==> src/rtl/openram_march_bist_if.sv <==
// Shared port-0 bus of the OpenRAM testchip SRAM bank.
//   csb0     : one active-low chip select per macro
//   web0     : 0 = write, 1 = read
//   wmask0   : byte write mask
//   addr0    : shared address
//   din0     : shared write data
//   dout_bus : all macro dout0 ports, macro k at [k*DATA_W +: DATA_W]
// The BIST engine connects through the master modport; the memory side
// connects through the slave modport.
interface openram_march_bist_if #(
   parameter int NUM_SRAMS = 16,
   parameter int ADDR_W    = 16,
   parameter int DATA_W    = 32
);
   logic [NUM_SRAMS-1:0]        csb0;
   logic                        web0;
   logic [DATA_W/8-1:0]         wmask0;
   logic [ADDR_W-1:0]           addr0;
   logic [DATA_W-1:0]           din0;
   logic [NUM_SRAMS*DATA_W-1:0] dout_bus;

   modport master (output csb0, web0, wmask0, addr0, din0, input dout_bus);
   modport slave  (input csb0, web0, wmask0, addr0, din0, output dout_bus);
endinterface

==> src/rtl/openram_march_bist.sv <==
// March C- built-in self-test engine for the OpenRAM testchip SRAM bank.
// Tests one selected macro over addresses 0..addr_max with the sequence
//   E0 up(w0); E1 up(r0,w1); E2 up(r1,w0); E3 down(r0,w1); E4 down(r1,w0); E5 up(r0)
// where "0" is the captured pattern and "1" is its complement, and reports
// pass/fail with first-fault capture.
// Ports:
//   clk, resetn            clock, asynchronous active-low reset
//   start, abort           begin a test (IDLE only) / cancel a running test
//   stop_on_fail           end the test at the first miscompare
//   sel, addr_max, pattern macro, last address and background, sampled with start
//   sram                   shared port-0 bus (master side)
//   busy, done             test running / one-cycle completion pulse
//   fail, fail_addr/elem/data  sticky fail flag and first-miscompare capture
module openram_march_bist #(
   parameter int NUM_SRAMS = 16,
   parameter int ADDR_W    = 16,
   parameter int DATA_W    = 32,
   parameter int READ_LAT  = 1,
   localparam int SEL_W    = (NUM_SRAMS > 1) ? $clog2(NUM_SRAMS) : 1,
   localparam int LAT_W    = (READ_LAT > 2) ? $clog2(READ_LAT) : 1
) (
   input  logic                  clk,
   input  logic                  resetn,
   input  logic                  start,
   input  logic                  abort,
   input  logic                  stop_on_fail,
   input  logic [SEL_W-1:0]      sel,
   input  logic [ADDR_W-1:0]     addr_max,
   input  logic [DATA_W-1:0]     pattern,
   openram_march_bist_if.master  sram,
   output logic                  busy,
   output logic                  done,
   output logic                  fail,
   output logic [ADDR_W-1:0]     fail_addr,
   output logic [2:0]            fail_elem,
   output logic [DATA_W-1:0]     fail_data
);

   typedef enum logic [2:0] {S_IDLE, S_WR, S_RD, S_WAIT, S_CMP, S_DONE} state_t;

   state_t             state_q, state_d;
   logic [2:0]         elem_q, elem_d;
   logic [ADDR_W-1:0]  addr_q, addr_d, amax_q;
   logic [LAT_W-1:0]   wcnt_q, wcnt_d;
   logic [SEL_W-1:0]   sel_q;
   logic [DATA_W-1:0]  pat_q, din_q, rd_data, exp_data, wr_data;
   logic               accept, bad_sel, miscmp, down, last_addr, adv;

   assign bad_sel   = 32'(sel) >= NUM_SRAMS;
   assign accept    = (state_q == S_IDLE) && start && !abort;
   assign down      = (elem_q == 3'd3) || (elem_q == 3'd4);
   assign last_addr = down ? (addr_q == '0) : (addr_q == amax_q);
   assign rd_data   = sram.dout_bus[sel_q*DATA_W +: DATA_W];
   // E2/E4 read the complement; E1/E3 write the complement
   assign exp_data  = ((elem_q == 3'd2) || (elem_q == 3'd4)) ? ~pat_q : pat_q;
   assign wr_data   = ((elem_q == 3'd1) || (elem_q == 3'd3)) ? ~pat_q : pat_q;
   assign miscmp    = (state_q == S_CMP) && (rd_data != exp_data);

   assign busy = (state_q == S_WR) || (state_q == S_RD) ||
                 (state_q == S_WAIT) || (state_q == S_CMP);
   assign done = (state_q == S_DONE);

   // Bus outputs decode straight from state so an async reset idles the bus at once
   assign sram.csb0   = ((state_q == S_WR) || (state_q == S_RD)) ?
                        ~(NUM_SRAMS'(1) << sel_q) : '1;
   assign sram.web0   = (state_q != S_WR);
   assign sram.wmask0 = '1;
   assign sram.addr0  = addr_q;
   assign sram.din0   = (state_q == S_WR) ? wr_data : din_q;

   always_ff @(posedge clk or negedge resetn) begin
      if (!resetn) state_q <= S_IDLE;
      else         state_q <= state_d;
   end

   always_comb begin
      state_d = state_q;
      elem_d  = elem_q;
      addr_d  = addr_q;
      wcnt_d  = wcnt_q;
      adv     = 1'b0;
      unique case (state_q)
         S_IDLE: begin
            if (accept) begin
               elem_d  = 3'd0;
               addr_d  = '0;
               state_d = bad_sel ? S_DONE : S_WR;
            end
         end
         S_WR:   adv = 1'b1;
         S_RD: begin
            wcnt_d  = '0;
            state_d = (READ_LAT > 1) ? S_WAIT : S_CMP;
         end
         S_WAIT: begin
            if (wcnt_q == LAT_W'(READ_LAT - 2)) state_d = S_CMP;
            else                                 wcnt_d  = wcnt_q + 1'b1;
         end
         S_CMP: begin
            if (miscmp && stop_on_fail) state_d = S_DONE;
            else if (elem_q == 3'd5)    adv     = 1'b1;
            else                        state_d = S_WR;
         end
         S_DONE: state_d = S_IDLE;
         default: state_d = S_IDLE;
      endcase

      // Last operation at this address is finished: step address or element
      if (adv) begin
         if (last_addr) begin
            if (elem_q == 3'd5) begin
               state_d = S_DONE;
            end else begin
               elem_d  = elem_q + 3'd1;
               // E3 and E4 run downward from addr_max
               addr_d  = ((elem_q == 3'd2) || (elem_q == 3'd3)) ? amax_q : '0;
               state_d = S_RD;
            end
         end else begin
            addr_d  = down ? (addr_q - 1'b1) : (addr_q + 1'b1);
            state_d = (elem_q == 3'd0) ? S_WR : S_RD;
         end
      end

      if (abort && busy) state_d = S_IDLE;
   end

   always_ff @(posedge clk or negedge resetn) begin
      if (!resetn) begin
         elem_q    <= '0;
         addr_q    <= '0;
         wcnt_q    <= '0;
         amax_q    <= '0;
         sel_q     <= '0;
         pat_q     <= '0;
         din_q     <= '0;
         fail      <= 1'b0;
         fail_addr <= '0;
         fail_elem <= '0;
         fail_data <= '0;
      end else begin
         elem_q <= elem_d;
         addr_q <= addr_d;
         wcnt_q <= wcnt_d;
         din_q  <= sram.din0;
         if (accept) begin
            sel_q     <= sel;
            amax_q    <= addr_max;
            pat_q     <= pattern;
            fail      <= bad_sel;
            fail_addr <= '0;
            fail_elem <= bad_sel ? 3'd7 : 3'd0;
            fail_data <= '0;
         end else if (miscmp) begin
            fail <= 1'b1;
            if (!fail) begin
               fail_addr <= addr_q;
               fail_elem <= elem_q;
               fail_data <= rd_data;
            end
         end
      end
   end

endmodule

==> src/flat_wrapper.sv <==
// flat-port wrapper written by rule: the top's interface ports become plain ports
module openram_march_bist_flat 
#(
   parameter int NUM_SRAMS = 16,
   parameter int ADDR_W    = 16,
   parameter int DATA_W    = 32,
   parameter int READ_LAT  = 1,
   localparam int SEL_W    = (NUM_SRAMS > 1) ? $clog2(NUM_SRAMS) : 1,
   localparam int LAT_W    = (READ_LAT > 2) ? $clog2(READ_LAT) : 1
)
  (clk, resetn, start, abort, stop_on_fail, sel, addr_max, pattern, busy, done, fail, fail_addr, fail_elem, fail_data, sram_csb0, sram_web0, sram_wmask0, sram_addr0, sram_din0, sram_dout_bus);
  openram_march_bist_if #(.NUM_SRAMS(NUM_SRAMS), .ADDR_W(ADDR_W), .DATA_W(DATA_W)) sram_i ();
  input  logic clk;
  input  logic resetn;
  input  logic start;
  input  logic abort;
  input  logic stop_on_fail;
  input  logic [SEL_W-1:0] sel;
  input  logic [ADDR_W-1:0] addr_max;
  input  logic [DATA_W-1:0] pattern;
  output logic busy;
  output logic done;
  output logic fail;
  output logic [ADDR_W-1:0] fail_addr;
  output logic [2:0] fail_elem;
  output logic [DATA_W-1:0] fail_data;
  output wire logic [$bits(sram_i.csb0)-1:0] sram_csb0;
  output wire logic [$bits(sram_i.web0)-1:0] sram_web0;
  output wire logic [$bits(sram_i.wmask0)-1:0] sram_wmask0;
  output wire logic [$bits(sram_i.addr0)-1:0] sram_addr0;
  output wire logic [$bits(sram_i.din0)-1:0] sram_din0;
  input wire logic [$bits(sram_i.dout_bus)-1:0] sram_dout_bus;
  assign sram_csb0 = sram_i.csb0;
  assign sram_web0 = sram_i.web0;
  assign sram_wmask0 = sram_i.wmask0;
  assign sram_addr0 = sram_i.addr0;
  assign sram_din0 = sram_i.din0;
  assign sram_i.dout_bus = sram_dout_bus;
  openram_march_bist #(.NUM_SRAMS(NUM_SRAMS), .ADDR_W(ADDR_W), .DATA_W(DATA_W), .READ_LAT(READ_LAT)) u_core (.clk(clk), .resetn(resetn), .start(start), .abort(abort), .stop_on_fail(stop_on_fail), .sel(sel), .addr_max(addr_max), .pattern(pattern), .sram(sram_i), .busy(busy), .done(done), .fail(fail), .fail_addr(fail_addr), .fail_elem(fail_elem), .fail_data(fail_data));
endmodule
==> config.mk <==
export PLATFORM = sky130hd
export DESIGN_NAME = openram_march_bist_flat
export DESIGN_NICKNAME = d
export VERILOG_FILES = /design/src/rtl/openram_march_bist_if.sv /design/src/rtl/openram_march_bist.sv /design/src/flat_wrapper.sv
export SDC_FILE = /design/constraint.sdc
export NUM_CORES = 1
export LEC_CHECK = 0
export ABC_AREA = 1
export ABC_CLOCK_PERIOD_IN_PS = 3200
export CORE_AREA = 2 2 272 274
export CTS_BUF_LIST = sky130_fd_sc_hd__clkbuf_4 sky130_fd_sc_hd__clkbuf_8 sky130_fd_sc_hd__clkbuf_16
export DETAILED_ROUTE_END_ITERATION = 8
export DIE_AREA = 0 0 274 276
export HOLD_SLACK_MARGIN = 0.03
export PLACE_DENSITY_LB_ADDON = 0.3
export SKIP_CTS_REPAIR_TIMING = 1
export SYNTH_ARGS = -nofsm -noshare
export SYNTH_HDL_FRONTEND = slang
export SYNTH_SLANG_ARGS = --single-unit
==> constraint.sdc <==
create_clock -name clk -period 3.2 [get_ports clk]
set_input_delay 0.32 -clock clk [delete_from_list [all_inputs] [get_ports clk]]
set_output_delay 0.32 -clock clk [all_outputs]
set_load 0.005 [all_outputs]
==> results of run 1 <==
==> worst max-delay path, cell delays in order (launching register included) <==
cell       delay, ns
dfrtp_4         0.49
clkinv_8        0.10
buf_12          0.15
nor2_4          0.16
buf_12          0.15
buf_6           0.11
clkbuf_16       0.16
nand2_1         0.07
nand4_1         0.14
nand3_1         0.16
nand2_1         0.13
nand2_1         0.05
nand2_1         0.06
nand2_1         0.07
nor2_1          0.10
nand2_1         0.08
nor2_2          0.13
nand2_4         0.12
nand3_4         0.12
nand2_4         0.08
nand2_8         0.10
buf_4           0.12
buf_4           0.10
nand2_1         0.04
nand2_1         0.07
==> layer usage <==
metal / wire length [µm] / part of all wire (%) / vias up / global-route usage, %
met5: 27 / 0.028 / - / 0
met4: 2793 / 2.9 / 4 / 7.776
met3: 5600 / 5.9 / 104 / 4.534
met2: 46840 / 49 / 608 / 40.38
met1: 40030 / 42 / 8625 / 29.28
li1: - / - / 8887 / -
==> registers in the layout, indices dropped and copies added (netlist names) <==
signal	flops
u_core.amax_q	16
u_core.din_q	32
u_core.elem_q	3
u_core.fail	1
u_core.fail_addr	16
u_core.fail_data	32
u_core.fail_elem	3
u_core.pat_q	32
u_core.sel_q	4
u_core.sram.addr0	16
u_core.state_q	3
u_core.wcnt_q	1
==> synth_stat cells, types with 2 or more instances <==
cell type  count
inv_2          4
a21oi_1       69
xnor2_1       27
ha_1          19
dfrtp_1      159
inv_1        101
nand3_1      227
o221ai_1       6
clkbuf_1      38
buf_4         22
nor2_4         2
nor4_1         3
buf_2         59
o31ai_1        3
clkinv_1       3
nor3_1         7
buf_1         18
a21boi_0       2
nand2_1     1266
nand4_1       68
o21ai_0       64
nor2_1        74
a31oi_1        2
buf_6          8
o211ai_1       4
nand3b_1       5
xor2_1        53
==> power breakdown <==
part | internal (mW) | switching (mW) | leakage [nW]
logic | 7.31 | 10.0 | 9.05
clock network | 1.23 | 0.999 | 0.301
registers | 2.84 | 0.897 | 2.08
==> final timing paths <==
path	start	cells past startpoint	endpoint
worst min-delay path	resetn	2	u_core.amax_q[9]$_DFFE_PN0P_
worst min register to register	u_core.wcnt_q$_DFFE_PN0N_	2	u_core.wcnt_q$_DFFE_PN0N_
min in group clk	pattern[12]	3	u_core.pat_q[12]$_DFFE_PN0P_
max in group asynchronous	resetn	3	u_core.sel_q[0]$_DFFE_PN0P_
worst max-delay path	u_core.sel_q[0]$_DFFE_PN0P_	24	u_core.elem_q[2]$_DFF_PN0_
worst max register to register	u_core.sel_q[0]$_DFFE_PN0P_	24	u_core.elem_q[2]$_DFF_PN0_
==> cell type report <==
cell class | count | area, µm²
Clock buffer | 20 | 466.7
Fill cell | 8031 | 48440
Antenna cell | 15 | 37.54
Inverter | 109 | 429.2
Clock inverter | 11 | 141.4
Sequential cell | 159 | 3989
Timing Repair Buffer | 871 | 9000
Multi-Input combinational cell | 1914 | 8882
Tap cell | 959 | 1200
==> kinds of logic after synthesis <==
logic type / Yosys count / synth area share [%]
DFF: 159 / 29.09
and+or+nand+nor: 1656 / 49.24
xor gates and xnor gates: 80 / 5.124
other: 1 / 0.02742
AOI/OAI and AO/OA: 154 / 6.057
buffers and inverters: 254 / 8.573
adders and majority gates: 20 / 1.885
==> layout by cell type, fill, tap and decap left out, drive strengths merged, types with 3 or more instances in the layout <==
master / Yosys / layout
buf: 107 / 168
nor2: 77 / 77
dfrtp: 159 / 159
nor3: 7 / 7
inv: 106 / 113
conb: 1 / 4
diode: 0 / 15
nand4: 68 / 68
nand2: 1267 / 1267
nand3b: 5 / 5
clkbuf: 38 / 36
xnor2: 27 / 27
nand3: 228 / 228
nor4: 3 / 3
ha: 19 / 19
o21ai: 64 / 64
o221ai: 6 / 6
a21oi: 69 / 69
clkinv: 3 / 5
o31ai: 3 / 3
xor2: 53 / 53
clkdlybuf4s50: 0 / 686
o211ai: 4 / 4
==> stage by stage <==
stage / utilization, % / TNS [ns] / std cells / setup slack [ns]
2_1_floorplan: - / 0 / 2327 / 0.1533
3_3_place_gp: 30.89 / -14.35 / 3963 / -0.2883
3_5_place_dp: 30.89 / -14.24 / 3963 / -0.2688
4_1_cts: 31.73 / -15.93 / 3994 / -0.2894
5_1_grt: 33.26 / -0.3600 / 4057 / -0.06699
6_report: 33.26 / 0 / 4058 / 0.06408
==> results.tsv, run 1 <==
stage	metric	value	unit
detailed_routing	Via density	4.492	
sta	Tightest Pin Transition	0.6194	ns
detailed_routing	antenna-violating nets left	0	
sta	RSZ-0062 raised after global routing	true	
worst_setup_path	CP Launch Type	flop	
clocking	Worst-path clk slew	0.07	ns
floorplan	Die Footprint	0.07562	mm²
placement	IO buf count	687	
floorplan	Ports	692	
worst_setup_path	R2R Setup Slk	0.06	ns
synth	asr flop ratio synth	100.0	%
clocking	H-Tree Depth	4	
floorplan	initial cell density of the core	18.84	%
cells_and_area	design area	0.02415	mm²
synth	main area contributors after synthesis	nand2_1, dfrtp_1, nand3_1	
sta	minimum clock period	3.136	ns
sta	Final period util	98.00	%
placement	hpwl dp	75970	µm
clocking	clock tree buffer depth	2	
hold_path	worst hold path type	input pin to asynchronous set/reset pin	
pwr	Peak VDD IR	610.2	µV
synth	Synth top area share	34.75	%
job	Max Cap Viol	0	
detailed_routing	Via Count	18228	
sta	Setup-failing EPs final	0	
detailed_routing	first-pass iteration count of the detailed router	5	
status	outcome	finished clean	
cells_and_area	fin nets	3661	
synth	Synth Cell Area	0.01368	mm²
global_route	gr usage total	23.52	%
worst_setup_path	critical path class	flop to flop	
global_route	largest net degree at the start of global routing	81	
sta	Slew HR	58.55	%
global_route	first-pass GRT wire length	127900	µm
cells_and_area	share of layout cells above drive strength 1	9.792	%
pwr	PwrDens	965.4	mW/mm²
detailed_routing	initial drt markers	1256	
synth	Seq cells post-synth	159	
synth	EDFF count, synth	0	
detailed_routing	WL per Instance	23.48	µm
pwr	P_leak	11.43	nW
synth	Mean Syn Cell Area	5.885	µm²
clocking	Clock Sinks	159	
worst_setup_path	CP endpoint kind	flop	
global_route	vias in the first global route	17525	
sta	Min Hold Slack	0.3244	ns
synth	YS warnings	0	
detailed_routing	routed wire length	95290	µm
floorplan	FP Rows	99	
pwr	Final Power	23.31	mW
global_route	total global routing overflow	0	
synth	Netlist cell types	38	
clocking	Clock Latency Late Sink	0.49	ns
sta	maximum clock rate	0.3189	GHz
detailed_routing	DRC errors left	0	
synth	ys flop type	dfrtp_1	
clocking	Root Driver	clkbuf_16	
sta	Worst Clk Skew	0.01117	ns
worst_setup_path	CP Max Fanout	13	
cells_and_area	Layout area overhead	76.56	%
worst_setup_path	WP data required	3.62	ns
synth	largest area contributor in the netlist	nand2_1	
synth	Cells after Synth	2324	
sta	Final Hold Viols	0	
placement	gpl congestion	0.9645	
clocking	clock buffer count from CTS	17	
floorplan	Die Span X	274	µm
global_route	antenna violations before repair	23	
sta	max-slew violation count	0	
worst_setup_path	Critical Path AT	3.56	ns
clocking	CTS tree	done	
floorplan	chip height	276	µm
synth	post-synthesis sequential area ratio	29.09	%
placement	Post-DP Area	0.02242	mm²
floorplan	core area	0.07259	mm²
(Power assumes the default switching activity.)
==> inputs of run 2 (changes only) <==
--- a/config.mk
+++ b/config.mk
@@ -7,12 +7,12 @@
 export LEC_CHECK = 0
 export ABC_AREA = 1
 export ABC_CLOCK_PERIOD_IN_PS = 3200
-export CORE_AREA = 2 2 272 274
+export CORE_AREA = 2 2 270 272
 export CTS_BUF_LIST = sky130_fd_sc_hd__clkbuf_4 sky130_fd_sc_hd__clkbuf_8 sky130_fd_sc_hd__clkbuf_16
 export DETAILED_ROUTE_END_ITERATION = 8
-export DIE_AREA = 0 0 274 276
+export DIE_AREA = 0 0 272 274
 export HOLD_SLACK_MARGIN = 0.03
-export PLACE_DENSITY_LB_ADDON = 0.3
+export PLACE_DENSITY = 0.53
 export SKIP_CTS_REPAIR_TIMING = 1
 export SYNTH_ARGS = -nofsm -noshare
 export SYNTH_HDL_FRONTEND = slang
==> run 2 against run 1 <==
  * Power is 0.27% lower
  * Core utilization increased by 0.34 points
  * First-iteration DRC count rose by 12%
  * Via count increased by 0.57%
  * Routed wire length is 2.8% lower
  * Largest power group unchanged
==> results.tsv, run 2 (synthesized netlist as in run 1, its figures left out) <==
stage	metric	value	unit	change
status	outcome	finished clean		unchanged
floorplan	Die Footprint	0.07453	mm²	was 0.07562 mm²
worst_setup_path	CP Max Fanout	8		was 13
sta	Final Hold Viols	0		unchanged
sta	Slew HR	41.39	%	was 58.55%
global_route	largest net degree at the start of global routing	92		was 81
sta	Worst Clk Skew	0.01954	ns	was 0.01117 ns
clocking	Clock Sinks	159		unchanged
cells_and_area	Layout Utilization	33.60	%	was 33.26%
sta	max-slew violation count	0		unchanged
pwr	P_leak	11.44	nW	was 11.43 nW
clocking	Worst-path clk slew	0.08	ns	was 0.07 ns
clocking	H-Tree Depth	4		unchanged
pwr	Reg power frac	16.0	%	about the same
placement	hpwl dp	74180	µm	was 75970 µm
detailed_routing	Via density	4.511		was 4.492
worst_setup_path	slowest stage delay, CP	0.58	ns	was 0.49 ns
global_route	total global routing overflow	0		unchanged
floorplan	FP Rows	99		unchanged
detailed_routing	DRC errors left	0		unchanged
worst_setup_path	WP data required	3.61	ns	was 3.62 ns
worst_setup_path	CP endpoint kind	flop		unchanged
hold_path	worst hold path type	input pin to flop		was input pin to asynchronous set/reset pin
worst_setup_path	Buf+Inv Stages, Crit Path	5		was 7
detailed_routing	met1 WL	38320	µm	was 40030 µm
placement	Placed Cells	3981		was 3963
detailed_routing	initial drt markers	1412		was 1256
placement	gpl congestion	0.9358		was 0.9645
floorplan	Ports	692		unchanged
worst_setup_path	worst path cell trace	clkinv_8 -> nor2_4 -> buf_12 -> buf_6 -> buf_4 -> nand2_1 -> nand3_2 -> nand3_2 -> nand2_2 -> nand2_1 -> nand2_1 -> nand2_1 -> nor2_1 -> nand2_1 -> nor2_2 -> nand2_2 -> nand3_2 -> nand2_2 -> nand2_4 -> buf_6 -> nand2_1 -> a21oi_2		was clkinv_8 -> buf_12 -> nor2_4 -> buf_12 -> buf_6 -> clkbuf_16 -> nand2_1 -> nand4_1 -> nand3_1 -> nand2_1 -> nand2_1 -> nand2_1 -> nand2_1 -> nor2_1 -> nand2_1 -> nor2_2 -> nand2_4 -> nand3_4 -> nand2_4 -> nand2_8 -> buf_4 -> buf_4 -> nand2_1 -> nand2_1
job	Max Cap Viol	0		unchanged
sta	Setup WS post-layout	0.1307	ns	was 0.06408 ns
pwr	Switch Pwr	11.96	mW	was 11.94 mW
cells_and_area	design area	0.02418	mm²	was 0.02415 mm²
pwr	Int Pwr	11.28	mW	was 11.37 mW
placement	pre-CTS WS	-0.2221	ns	was -0.2688 ns
detailed_routing	met2 WL	45120	µm	was 46840 µm
global_route	gr usage total	23.41	%	was 23.52%
detailed_routing	routed wire length	92580	µm	was 95290 µm
sta	Setup-failing EPs final	0		unchanged
global_route	vias in the first global route	17772		was 17.53k
detailed_routing	first-pass iteration count of the detailed router	5		unchanged
clocking	Clock Latency Late Sink	0.48	ns	was 0.49 ns
sta	maximum clock rate	0.3258	GHz	was 0.3189 GHz
global_route	antenna violations before repair	18		was 23
detailed_routing	Via Count	18331		was 18.23k
worst_setup_path	critical path class	flop to flop		unchanged
sta	setup TNS	0	ns	unchanged
worst_setup_path	Critical Path AT	3.48	ns	was 3.56 ns
pwr	Final Power	23.25	mW	was 23.31 mW
floorplan	core area	0.07197	mm²	was 0.07259 mm²
clocking	CTS tree	done		unchanged
sta	RSZ-0062 raised after global routing	true		unchanged
cells_and_area	Cell Count, Final, Fillers Out	4064		was 4058
floorplan	initial cell density of the core	19.00	%	was 18.84%
worst_setup_path	Crit-path slowest cell	dfrtp_4		unchanged
sta	Final period util	95.92	%	was 98.00%
worst_setup_path	CP Launch Type	flop		unchanged
detailed_routing	WL per Instance	22.78	µm	was 23.48 µm
detailed_routing	antenna-violating nets left	0		unchanged
clocking	clock buffer count from CTS	17		unchanged
worst_setup_path	Worst R2R Start	u_core.sel_q[0]$_DFFE_PN0P_		unchanged
pwr	Peak VDD IR	582.1	µV	was 610.2 µV
clocking	Root Driver	clkbuf_16		unchanged
cells_and_area	commonest non-fill, non-tap cell in the layout	nand2_1		unchanged
pwr	Net Sw Frac	51.46	%	was 51.20%
cells_and_area	filler cell count in the final layout	7852		was 8031
cells_and_area	most frequent cells in the layout	nand2_1, clkdlybuf4s50_1, nand3_1		unchanged
cells_and_area	share of layout cells above drive strength 1	10.41	%	was 9.792%
worst_setup_path	CP startpoint	u_core.sel_q[0]$_DFFE_PN0P_		unchanged
floorplan	Die Span X	272	µm	was 274 µm
hold_path	Hold Crit Start	pattern[27]		
pwr	PwrDens	961.2	mW/mm²	was 965.4 mW/mm²
detailed_routing	Met3 Wirelength	5989	µm	was 5600 µm
worst_setup_path	Top delay family on crit path	simple AND/OR/NAND/NOR gates		unchanged
pwr	Comb pwr share	74.6	%	was 74.4%
cells_and_area	Largest regs	u_core.din_q x32, u_core.fail_data x32, u_core.pat_q x32		unchanged
placement	Post-DP Area	0.02254	mm²	was 0.02242 mm²
cells_and_area	fin nets	3669		was 3661
sta	Min Hold Slack	0.3743	ns	was 0.3244 ns
placement	IO buf count	687		unchanged
clocking	clock tree buffer depth	2		unchanged
cells_and_area	Layout area overhead	76.84	%	was 76.56%
sta	Tightest Pin Transition	0.8792	ns	was 0.6194 ns
sta	minimum clock period	3.069	ns	was 3.136 ns
floorplan	chip height	274	µm	was 276 µm
worst_setup_path	Most Frequent Cell on Critical Path	nand2_1		unchanged
global_route	first-pass GRT wire length	126300	µm	was 127900 µm
detailed_routing	uppermost layer routed	met5		unchanged
pwr	clock share of power	9.4	%	was 9.6%
## run 2: changes by cell type in the layout (fill, tap and decap cells not counted), sizes merged
cell      change
bufinv        -1
clkinvlp      +2
inv           +2
buf          +12
diode         -3
clkbuf        -9
clkinv        +3
## run 2: per-layer routing
| layer | vias to the layer above | global-route usage, % |
|---|---|---|
| met2 | 681 | 40.94 |
| met1 | 8635 | 28.63 |
| li1 | 8896 | - |
| met4 | 2 | 7.143 |
| met5 | - | 0 |
| met3 | 117 | 5.088 |
## run 2: power by group through the flow
stage | registers [mW] | clock network (mW) | logic [mW]
floorplan | 3.37 | 0 | 8.13
global placement | 3.74 | 0 | 16.0
detailed placement | 3.74 | 0 | 16.0
CTS | 3.71 | 2.28 | 16.1
global route | 3.84 | 2.34 | 19.0
finish | 3.72 | 2.19 | 17.3
## run 2: worst min-delay path, cell delays in order
cell and delay [ns]:
clkdlybuf4s50_1 0.39, nand2_1 0.06, nand2_1 0.04
## run 2: worst paths after layout
kind | endpoint | slack, ns | cells after the start
max in group asynchronous | u_core.din_q[0]$_DFF_PN0_ | 1.96 | 3
max | u_core.state_q[2]$_DFFE_PN0P_ | 0.13 | 22
min | u_core.pat_q[27]$_DFFE_PN0P_ | 0.37 | 3
max reg2reg | u_core.state_q[2]$_DFFE_PN0P_ | 0.13 | 22
min in group asynchronous | u_core.sram.addr0[9]$_DFF_PN0_ | 0.45 | 2
min reg2reg | u_core.wcnt_q$_DFFE_PN0N_ | 0.49 | 2
## run 2: layout make-up
cell class | count | area, µm² | area share [%]
inverters | 109 | 436.7 | 1.806
repair inverters | 2 | 17.52 | 0.07243
repair buffers | 877 | 8981 | 37.14
flip-flops and latches | 159 | 3991 | 16.50
clock buffers | 17 | 425.4 | 1.759
diodes | 12 | 30.03 | 0.1242
well taps | 959 | 1200 | 4.961
clock inverters | 15 | 190.2 | 0.7864
multi-input cells | 1914 | 8912 | 36.85
